<file path="src/rtl/uart_chan_ctrl_pkg.sv">
// Shared definitions for the block-transfer channel
// controller that drives the uart64 word UART.
package uart_chan_ctrl_pkg;

  localparam int AW_DEF = 22;
  localparam int DW_DEF = 64;

  localparam logic [3:0] CVL_MAX = 4'd8;

  localparam logic [3:0] S_IDLE   = 4'd0;
  localparam logic [3:0] S_O_MRD  = 4'd1;
  localparam logic [3:0] S_O_UWR  = 4'd2;
  localparam logic [3:0] S_O_UHI  = 4'd3;
  localparam logic [3:0] S_O_ULO  = 4'd4;
  localparam logic [3:0] S_I_WAIT = 4'd5;
  localparam logic [3:0] S_I_MWR  = 4'd6;
  localparam logic [3:0] S_ADV    = 4'd7;
  localparam logic [3:0] S_DONE   = 4'd8;

  function automatic logic [3:0] cvl_sat(
    input logic [3:0] v
  );
    return (v > CVL_MAX) ? CVL_MAX : v;
  endfunction

endpackage

</file>
<file path="src/rtl/uart_chan_ctrl_addr_unit.sv">
// Channel address/limit registers with a wrapping
// incrementer and the end-of-block compare.
module chan_addr_unit
  import uart_chan_ctrl_pkg::*;
#(
  parameter int AW = AW_DEF
) (
  input  logic          clk,
  input  logic          rst,
  input  logic          load_ca,
  input  logic          load_cl,
  input  logic          inc,
  input  logic [AW-1:0] addr,
  output logic [AW-1:0] ca,
  output logic          last
);

  logic [AW-1:0] cl;
  logic [AW-1:0] ca_nxt;

  // natural AW-bit wrap takes 2^AW-1 back to 0
  assign ca_nxt = ca + AW'(1);
  assign last   = (ca_nxt == cl);

  // CA: CPU load has priority over the advance
  always_ff @(posedge clk or negedge rst) begin
    if (!rst)
      ca <= '0;
    else if (load_ca)
      ca <= addr;
    else if (inc)
      ca <= ca_nxt;
  end

  // CL: written only when a transfer is armed
  always_ff @(posedge clk or negedge rst) begin
    if (!rst)
      cl <= '0;
    else if (load_cl)
      cl <= addr;
  end

endmodule

</file>
<file path="src/rtl/uart_chan_ctrl.sv">
// Channel controller: moves words between memory and
// uart64 from CA up to CL, then raises chan_int.
module uart_chan_ctrl
  import uart_chan_ctrl_pkg::*;
#(
  parameter int AW = AW_DEF,
  parameter int DW = DW_DEF
) (
  input  logic          clk,
  input  logic          rst,
  input  logic          cpu_ca_wr,
  input  logic          cpu_cl_wr,
  input  logic          cpu_dir,
  input  logic          cpu_cvl_wr,
  input  logic [AW-1:0] cpu_addr,
  input  logic [3:0]    cpu_cvl,
  input  logic          cpu_abort,
  input  logic          cpu_int_clr,
  output logic [AW-1:0] ca_out,
  output logic          chan_busy,
  output logic          chan_int,
  output logic          mem_req,
  output logic          mem_we,
  output logic [AW-1:0] mem_addr,
  output logic [DW-1:0] mem_wdata,
  input  logic [DW-1:0] mem_rdata,
  input  logic          mem_ack,
  output logic          u_enable_write,
  output logic          u_enable_read,
  output logic [DW-1:0] u_data_in,
  input  logic [DW-1:0] u_data_out,
  input  logic          u_busy_write,
  input  logic          u_data_avail,
  output logic [3:0]    u_command,
  output logic          u_write_txc,
  output logic          u_write_rxc
);

  logic [3:0]    state;
  logic [3:0]    state_nxt;
  logic          dir;
  logic          abort_pend;
  logic [AW-1:0] ca;
  logic          last;
  logic          idle;
  logic          cl_acc;
  logic          zero_len;
  logic          start;
  logic          kill;
  logic          in_mem;
  logic          inc;

  assign idle     = (state == S_IDLE);
  assign cl_acc   = idle && cpu_cl_wr;
  assign zero_len = cl_acc && (cpu_addr == ca);
  assign start    = cl_acc && !zero_len;
  assign kill     = cpu_abort || abort_pend;
  assign in_mem   = (state == S_O_MRD) ||
                    (state == S_I_MWR);
  assign inc      = (state == S_ADV) && !cpu_abort;

  chan_addr_unit #(.AW(AW)) u_addr (
    .clk     (clk),
    .rst     (rst),
    .load_ca (idle && cpu_ca_wr),
    .load_cl (cl_acc),
    .inc     (inc),
    .addr    (cpu_addr),
    .ca      (ca),
    .last    (last)
  );

  assign ca_out    = ca;
  assign chan_busy = !idle;
  assign mem_req   = in_mem;
  assign mem_we    = (state == S_I_MWR);
  assign mem_addr  = ca;

  // next state; an abort with a request in flight
  // waits for the ack so the bus is never left hanging
  always_comb begin
    state_nxt = state;
    case (state)
      S_IDLE:
        if (start)
          state_nxt = cpu_dir ? S_I_WAIT : S_O_MRD;
      S_O_MRD:
        if (mem_ack)
          state_nxt = kill ? S_IDLE : S_O_UWR;
      S_O_UWR:
        if (cpu_abort)
          state_nxt = S_IDLE;
        else if (!u_busy_write)
          state_nxt = S_O_UHI;
      S_O_UHI:
        if (cpu_abort)
          state_nxt = S_IDLE;
        else if (u_busy_write)
          state_nxt = S_O_ULO;
      S_O_ULO:
        if (cpu_abort)
          state_nxt = S_IDLE;
        else if (!u_busy_write)
          state_nxt = S_ADV;
      S_I_WAIT:
        if (cpu_abort)
          state_nxt = S_IDLE;
        else if (u_data_avail)
          state_nxt = S_I_MWR;
      S_I_MWR:
        if (mem_ack)
          state_nxt = kill ? S_IDLE : S_ADV;
      S_ADV:
        if (cpu_abort)
          state_nxt = S_IDLE;
        else if (last)
          state_nxt = S_DONE;
        else
          state_nxt = dir ? S_I_WAIT : S_O_MRD;
      default:
        state_nxt = S_IDLE;
    endcase
  end

  // state register
  always_ff @(posedge clk or negedge rst) begin
    if (!rst)
      state <= S_IDLE;
    else
      state <= state_nxt;
  end

  // direction latched when a transfer is armed
  always_ff @(posedge clk or negedge rst) begin
    if (!rst)
      dir <= 1'b0;
    else if (cl_acc)
      dir <= cpu_dir;
  end

  // remembers an abort seen while waiting on memory
  always_ff @(posedge clk or negedge rst) begin
    if (!rst)
      abort_pend <= 1'b0;
    else if (state_nxt == S_IDLE)
      abort_pend <= 1'b0;
    else if (cpu_abort && in_mem)
      abort_pend <= 1'b1;
  end

  // outbound word; aborted reads are dropped here
  always_ff @(posedge clk or negedge rst) begin
    if (!rst)
      u_data_in <= '0;
    else if (state == S_O_MRD && mem_ack && !kill)
      u_data_in <= mem_rdata;
  end

  // single-cycle uart64 write strobe
  always_ff @(posedge clk or negedge rst) begin
    if (!rst)
      u_enable_write <= 1'b0;
    else
      u_enable_write <= (state == S_O_UWR) &&
                        !cpu_abort && !u_busy_write;
  end

  // inbound capture with its uart64 read strobe
  always_ff @(posedge clk or negedge rst) begin
    if (!rst) begin
      u_enable_read <= 1'b0;
      mem_wdata     <= '0;
    end else begin
      u_enable_read <= 1'b0;
      if (state == S_I_WAIT && !cpu_abort &&
          u_data_avail) begin
        u_enable_read <= 1'b1;
        mem_wdata     <= u_data_out;
      end
    end
  end

  // CVL command, programmed for TX and RX together
  always_ff @(posedge clk or negedge rst) begin
    if (!rst) begin
      u_command   <= 4'd0;
      u_write_txc <= 1'b0;
      u_write_rxc <= 1'b0;
    end else begin
      u_write_txc <= idle && cpu_cvl_wr;
      u_write_rxc <= idle && cpu_cvl_wr;
      if (idle && cpu_cvl_wr)
        u_command <= cvl_sat(cpu_cvl);
    end
  end

  // sticky done flag; a new set beats a clear
  always_ff @(posedge clk or negedge rst) begin
    if (!rst)
      chan_int <= 1'b0;
    else if (zero_len || state == S_DONE)
      chan_int <= 1'b1;
    else if (cpu_int_clr)
      chan_int <= 1'b0;
  end

endmodule

</file>
<file path="config.mk">
export PLATFORM = sky130hd
export DESIGN_NAME = uart_chan_ctrl
export DESIGN_NICKNAME = d
export VERILOG_FILES = /design/src/rtl/uart_chan_ctrl_pkg.sv /design/src/rtl/uart_chan_ctrl_addr_unit.sv /design/src/rtl/uart_chan_ctrl.sv
export SDC_FILE = /design/constraint.sdc
export NUM_CORES = 1
export LEC_CHECK = 0
export CAP_MARGIN = 5
export CORE_MARGIN = 1
export CORE_UTILIZATION = 45
export DETAILED_ROUTE_END_ITERATION = 8
export PLACE_DENSITY = 0.93
export RECOVER_POWER = 100
export SETUP_SLACK_MARGIN = 0.02
export SYNTH_ARGS = -nofsm -noshare
export SYNTH_HDL_FRONTEND = slang
export SYNTH_HIERARCHICAL = 1
export SYNTH_SLANG_ARGS = --single-unit
</file>
<file path="constraint.sdc">
create_clock -name clk -period 4 [get_ports clk]
set_input_delay 0.4 -clock clk [delete_from_list [all_inputs] [get_ports clk]]
set_output_delay 0.4 -clock clk [all_outputs]
set_load 0.005 [all_outputs]
</file>
**Word level (Yosys, flattened, before mapping)**

Cells that the tools add are included.

- Register bits: 186
- Input port bits: 165
- Output and inout bits: 184
- Logic and storage cells: 76

- $add $sub $neg: 1
- $lt $le $gt $ge: 1
- Equality and inequality tests: 10
- Muxes and demuxes: 26
- Reductions and logical operators: 26

Operators by type and width:

| kind | count |
|---|---|
| 4-bit two-way mux | 14 |
| 22-bit equality test | 2 |
| 22-bit two-way mux | 2 |
| 4-bit case mux with 8 select lines | 1 |
| 22-bit by 1-bit adder with 22-bit output, second input constant | 1 |
| 4-bit by 3-bit equality test with 1-bit output, second input constant | 4 |
| 1-bit logical AND | 13 |
| 3-bit two-way mux | 3 |
| 4-bit by 2-bit equality test with 1-bit output, second input constant | 2 |
| 4-bit logical NOT | 2 |
| 2-bit nonzero test | 3 |
| 1-bit logical NOT | 5 |
| 1-bit two-way mux | 5 |
| 4-bit by 1-bit equality test with 1-bit output, second input constant | 1 |
| 4-bit equality test, second input constant | 1 |
| 4-bit greater-than comparator, second input constant | 1 |
| 1-bit logical OR | 3 |
| 2-bit two-way mux | 1 |

**Depth between registers and ports, before layout**

- Depth after elaboration: 9
- Gate-level depth with buffers: 11
- Mapped depth without buffers: 11

**Cells and area by module**

Netlist, hierarchy kept.

By module, submodules not included:

| module | times used | cells an instance | area an instance (um^2) | seq. area each (um^2) |
|---|---|---|---|---|
| uart_chan_ctrl | 1 | 541 | 6318.6 | 3553.4 |
| chan_addr_unit | 1 | 286 | 2745.1 | 1101.1 |

**Worst setup path after synthesis**

Ideal clock, no wire load.

- Path kind: register to register
- Start point: register u_addr.ca[1]
- End point: register abort_pend
- Library setup time: 0.135 ns
- Data arrival time: 2.808 ns
- Data required time: 3.865 ns
- Slack: 1.057 ns
- Cell stages (with the launch flop): 12
- Buffers on the path: 0
- Clock period less this slack: 2.943 ns
- Cells stage by stage: dfrtp_1 > ha_1 > nand3_1 > nor3_1 > a21oi_1 > a2111oi_2 > o221ai_2 > nor4_2 > and3b_4 > a22oi_2 > nor4b_2 > a31oi_1

- Elaborated cells on any way between the ends: 13
- Those cells by class: 1 x add/sub; 2 x eq/ne; 5 x mux; 5 x reduce/logical

RTL lines:

| what | line | RTL |
|---|---|---|
| start, declared | uart_chan_ctrl_addr_unit.sv:14 | `output logic [AW-1:0] ca,` |
| start signal, assigned | uart_chan_ctrl_addr_unit.sv:30 | `ca <= addr;` |
| start signal, assigned | uart_chan_ctrl_addr_unit.sv:32 | `ca <= ca_nxt;` |
| 22-bit by 1-bit adder with 22-bit output (*) | uart_chan_ctrl_addr_unit.sv:22 | `assign ca_nxt = ca + AW'(1);` |
| 22-bit equality test (*) | uart_chan_ctrl_addr_unit.sv:23 | `assign last = (ca_nxt == cl);` |
| net last | uart_chan_ctrl.sv:44 | `logic last;` |
| 4-bit two-way mux (*) | uart_chan_ctrl.sv:116 | `else if (last)` |
| 4-bit two-way mux (*) | uart_chan_ctrl.sv:114 | `if (cpu_abort)` |
| 4-bit case mux with 8 select lines (*) | uart_chan_ctrl.sv:83 | `case (state)` |
| 4-bit logical NOT (*) | uart_chan_ctrl.sv:145 | `else if (state_nxt == S_IDLE)` |
| 1-bit two-way mux / 2-bit nonzero test (equally long branches) | - |  |
| end signal, assigned | uart_chan_ctrl.sv:144 | `abort_pend <= 1'b0;` |
| end signal, assigned | uart_chan_ctrl.sv:146 | `abort_pend <= 1'b0;` |
| end signal, assigned | uart_chan_ctrl.sv:148 | `abort_pend <= 1'b1;` |
| end, declared | uart_chan_ctrl.sv:42 | `logic abort_pend;` |

Mark *: on every way through the listed nets, which the timed path passes. The rest lies on a longest branch.
A chain may end at the register's enable or synchronous reset.

**Worst setup path after layout**

- Start point: input port cpu_abort
- End point: register mem_wdata[50]

- Word-level cells in the longest chain between the ends: 3

RTL lines:

| what | line | RTL |
|---|---|---|
| start, declared | uart_chan_ctrl.sv:17 | `input logic cpu_abort,` |
| 1-bit logical NOT | uart_chan_ctrl.sv:175 | `if (state == S_I_WAIT && !cpu_abort &&` |
| 1-bit logical AND (2 in a row) | uart_chan_ctrl.sv:175 |  |
| end signal, assigned | uart_chan_ctrl.sv:178 | `mem_wdata <= u_data_out;` |
| end, declared | uart_chan_ctrl.sv:25 | `output logic [DW-1:0] mem_wdata,` |

Every way passes these cells.

==> results_dict.tcl <==
set metrics [dict create \
    drv_slew 238 \
    dp_hpwl_mm 22.19 \
    cts_setup_buffers 0 \
    grt_pass1_vias 7414 \
    yosysSeqAreaShare 0.5135 \
    status "finished with violations" \
    drt-pass1-iter-count 6 \
    place.gp.congestion 0.8910 \
    io_buffers 348 \
    clkTransAtPathRegs_ns 0.08 \
    rows 51 \
    fin_worst_skew_ns 0.01862 \
    postSynthCellCount 827 \
    n_fill_cell 1490 \
    vias 7341 \
    synth_top_cell_by_area "dfrtp_1" \
    ctsHoldBuffers 0 \
    worst-setup-path-type "in -> reg" \
    grt_use_total 0.2823 \
    core_mm2 0.01959 \
    cts_tree "yes" \
    worst_slack_ns 0.5053 \
    p_sw_frac 0.3595 \
    wl_mm 29.43 \
    path_max_fanout 56 \
    ant_nets 0 \
    arrival_ns 3.86 \
    die_area_mm2 0.02071 \
    combPwrFrac 0.413 \
    die_h_um 143.9 \
    cts.sinks 186 \
    relSlewSlack -0.6237 \
    min_path_type "reg -> reg" \
    cts_buffers 17 \
    crit_path_start_kind "input port" \
    place_ws_ns 0.7987 \
    p_sw_w 0.003261 \
    worst_pin_slew_ns 2.436 \
    max_freq_mhz 286.1 \
    leakage_nw 5.816 \
    layout_commonest_cell "nand2_1" \
    ys_types 72 \
    maxCapViolCount 4 \
    drc 0 \
    clkPwrFrac 0.199 \
    setup.worst_path.end_class "register" \
    synth_edf_count 0 \
    cts_resized 0 \
    grt_start_max_net_pins 98 \
    nets 1306 \
    design_area_mm2 0.01287 \
    finalSetupViolCount 0 \
    gr-total-overflow 0 \
    p_per_area_mw_per_mm2 704.8 \
    synth_area_leaders "dfrtp_1 51%, mux2_4 9.9%, nand2_1 9.8%, xor2_1 4.0%, mux2_2 3.4%" \
    hold_viol_final 0 \
    synth_seq_cells 186 \
    synthToLayoutAreaGrowth_pct 41.97 \
    post-route-period-util 0.8737 \
    clkLatencyLatePin_ns 0.44 \
    post-route-min-period_ns 3.495 \
    die_width_um 143.9 \
    synth_fp_nets 994 \
    async_reset_ff_frac 1.000 \
    syn_area_mm2 0.009064 \
    setup_tns_ns 0 \
    pin_count 349 \
    place_area_mm2 0.01253 \
    start_util 0.4627 \
    p_int_w 0.005808 \
    final_cell_mix "236 x nand2_1, 186 x dfrtp_1, 185 x dlygate4sd3_1" \
    post_drt_wl_per_cell_um 20.64 \
    via_per_inst 5.148 \
    cp_data_required_time_ns 4.37 \
    antenna_found_initial 9 \
    htreeDepth 4 \
    syn_avg_cell_area_um2 10.96 \
    synth_flop_cell "dfrtp_1" \
    drt-initial-drc-count 383 \
    rsz0062_at_grt "false" \
    layout-drive-gt1-share 0.07813 \
    cts_max_path_buffers 2 \
    holdPathStages 2 \
    cts_root_buf "clkbuf_16" \
    failed_checks "capacitance limit, slew limit" \
    grt_pass1_wl_mm 42.86 \
    pwr-share-seq 0.387 \
    ir_drop_mv 0.4168 \
    synth_top_cell_area_share 0.5135 \
    yosysWarnings 6 \
    reg2reg_depth 10 \
]
## cell usage after synthesis (3+ instances only)
master	n
buf_4	34
o211ai_1	3
dfrtp_1	186
nor4_1	9
nand4_1	11
a21oi_1	3
nor3_1	13
xor2_1	41
a31oi_1	3
inv_1	13
buf_1	3
nand3_1	14
mux2_2	27
nand2b_1	4
buf_6	9
buf_2	6
o21ai_0	31
xnor2_1	32
and3_1	4
mux2i_1	3
nor2_1	16
nand2_1	236
clkbuf_2	5
clkbuf_1	8
mux2_4	60
## logic make-up after synthesis
kind of cell	count (synthesis)	synth area share
buf+inv	79	0.05577
compound gates	55	0.04003
mux	90	0.1363
xor+xnor	74	0.07234
simple gates	341	0.1793
fa+ha+maj	2	0.002760
flops	186	0.5135
## through the flow
stage / std cells / total power [W] / util / hold slack (ns)
after floorplan: 827 / 0.005562 / - / 0.1044
after global placement: 1385 / 0.007730 / 0.6396 / 0.4561
after detailed placement: 1385 / 0.007928 / 0.6396 / 0.4622
after CTS: 1417 / 0.009789 / 0.6721 / 0.06901
after global routing: 1426 / 0.009603 / 0.6568 / 0.4838
final: 1426 / 0.009069 / 0.6568 / 0.4705
## worst max-delay path, cell delays in order
cell and delay [ns]:
dlygate4sd3_1 0.66, and4bb_1 0.42, nand3b_2 0.14, inv_2 0.23, dlymetal6s2s_1 1.58, nand2_1 0.24, nand2_1 0.17
## power groups by stage
stage          logic [W]  registers (W)  clock network, W
4_1_cts          0.00438        0.00357           0.00183
3_3_place_gp     0.00423        0.00350                 0
6_report         0.00375        0.00351           0.00181
5_1_grt          0.00406        0.00364           0.00191
3_5_place_dp     0.00433        0.00359                 0
2_1_floorplan    0.00218        0.00338                 0
## layout make-up
type	instances	area (um^2)	share of cell area
diodes	9	22.52	0.001750
clock buffers	18	439.2	0.03413
clock inverters	14	197.7	0.01536
inverters	14	52.55	0.004084
multi-input cells	562	3633	0.2824
flip-flops and latches	186	4654	0.3617
well taps	265	331.6	0.02577
repair buffers	358	3536	0.2748
## registers in the layout, indices dropped and copies added, names as in the netlist
signal and flops:
u_enable_read 1, u_command 4, u_addr/ca 22, state 4, u_enable_write 1, dir 1, u_data_in 64, mem_wdata 64
abort_pend 1, u_addr/cl 22, chan_int 1, u_write_rxc 1
## worst paths after layout
path,from,end,slack [ns]
min,mem_wdata[14],mem_wdata[14],0.47
min reg2reg,mem_wdata[14],mem_wdata[14],0.47
max in group asynchronous,rst,u_data_in[31],1.31
min in group asynchronous,rst,mem_wdata[32],0.70
max,cpu_abort,mem_wdata[50],0.51
max reg2reg,u_addr/ca[2],abort_pend,0.56
## metal layers
| layer | vias up | share of wire | track usage |
|---|---|---|---|
| met5 | - | 0 | 0 |
| met4 | 0 | 0.058 | 0.1870 |
| met3 | 75 | 0.088 | 0.09164 |
| met2 | 321 | 0.50 | 0.4673 |
| met1 | 3570 | 0.36 | 0.3099 |
| li1 | 3375 | - | - |
Power figures use the tool's default switching activity.
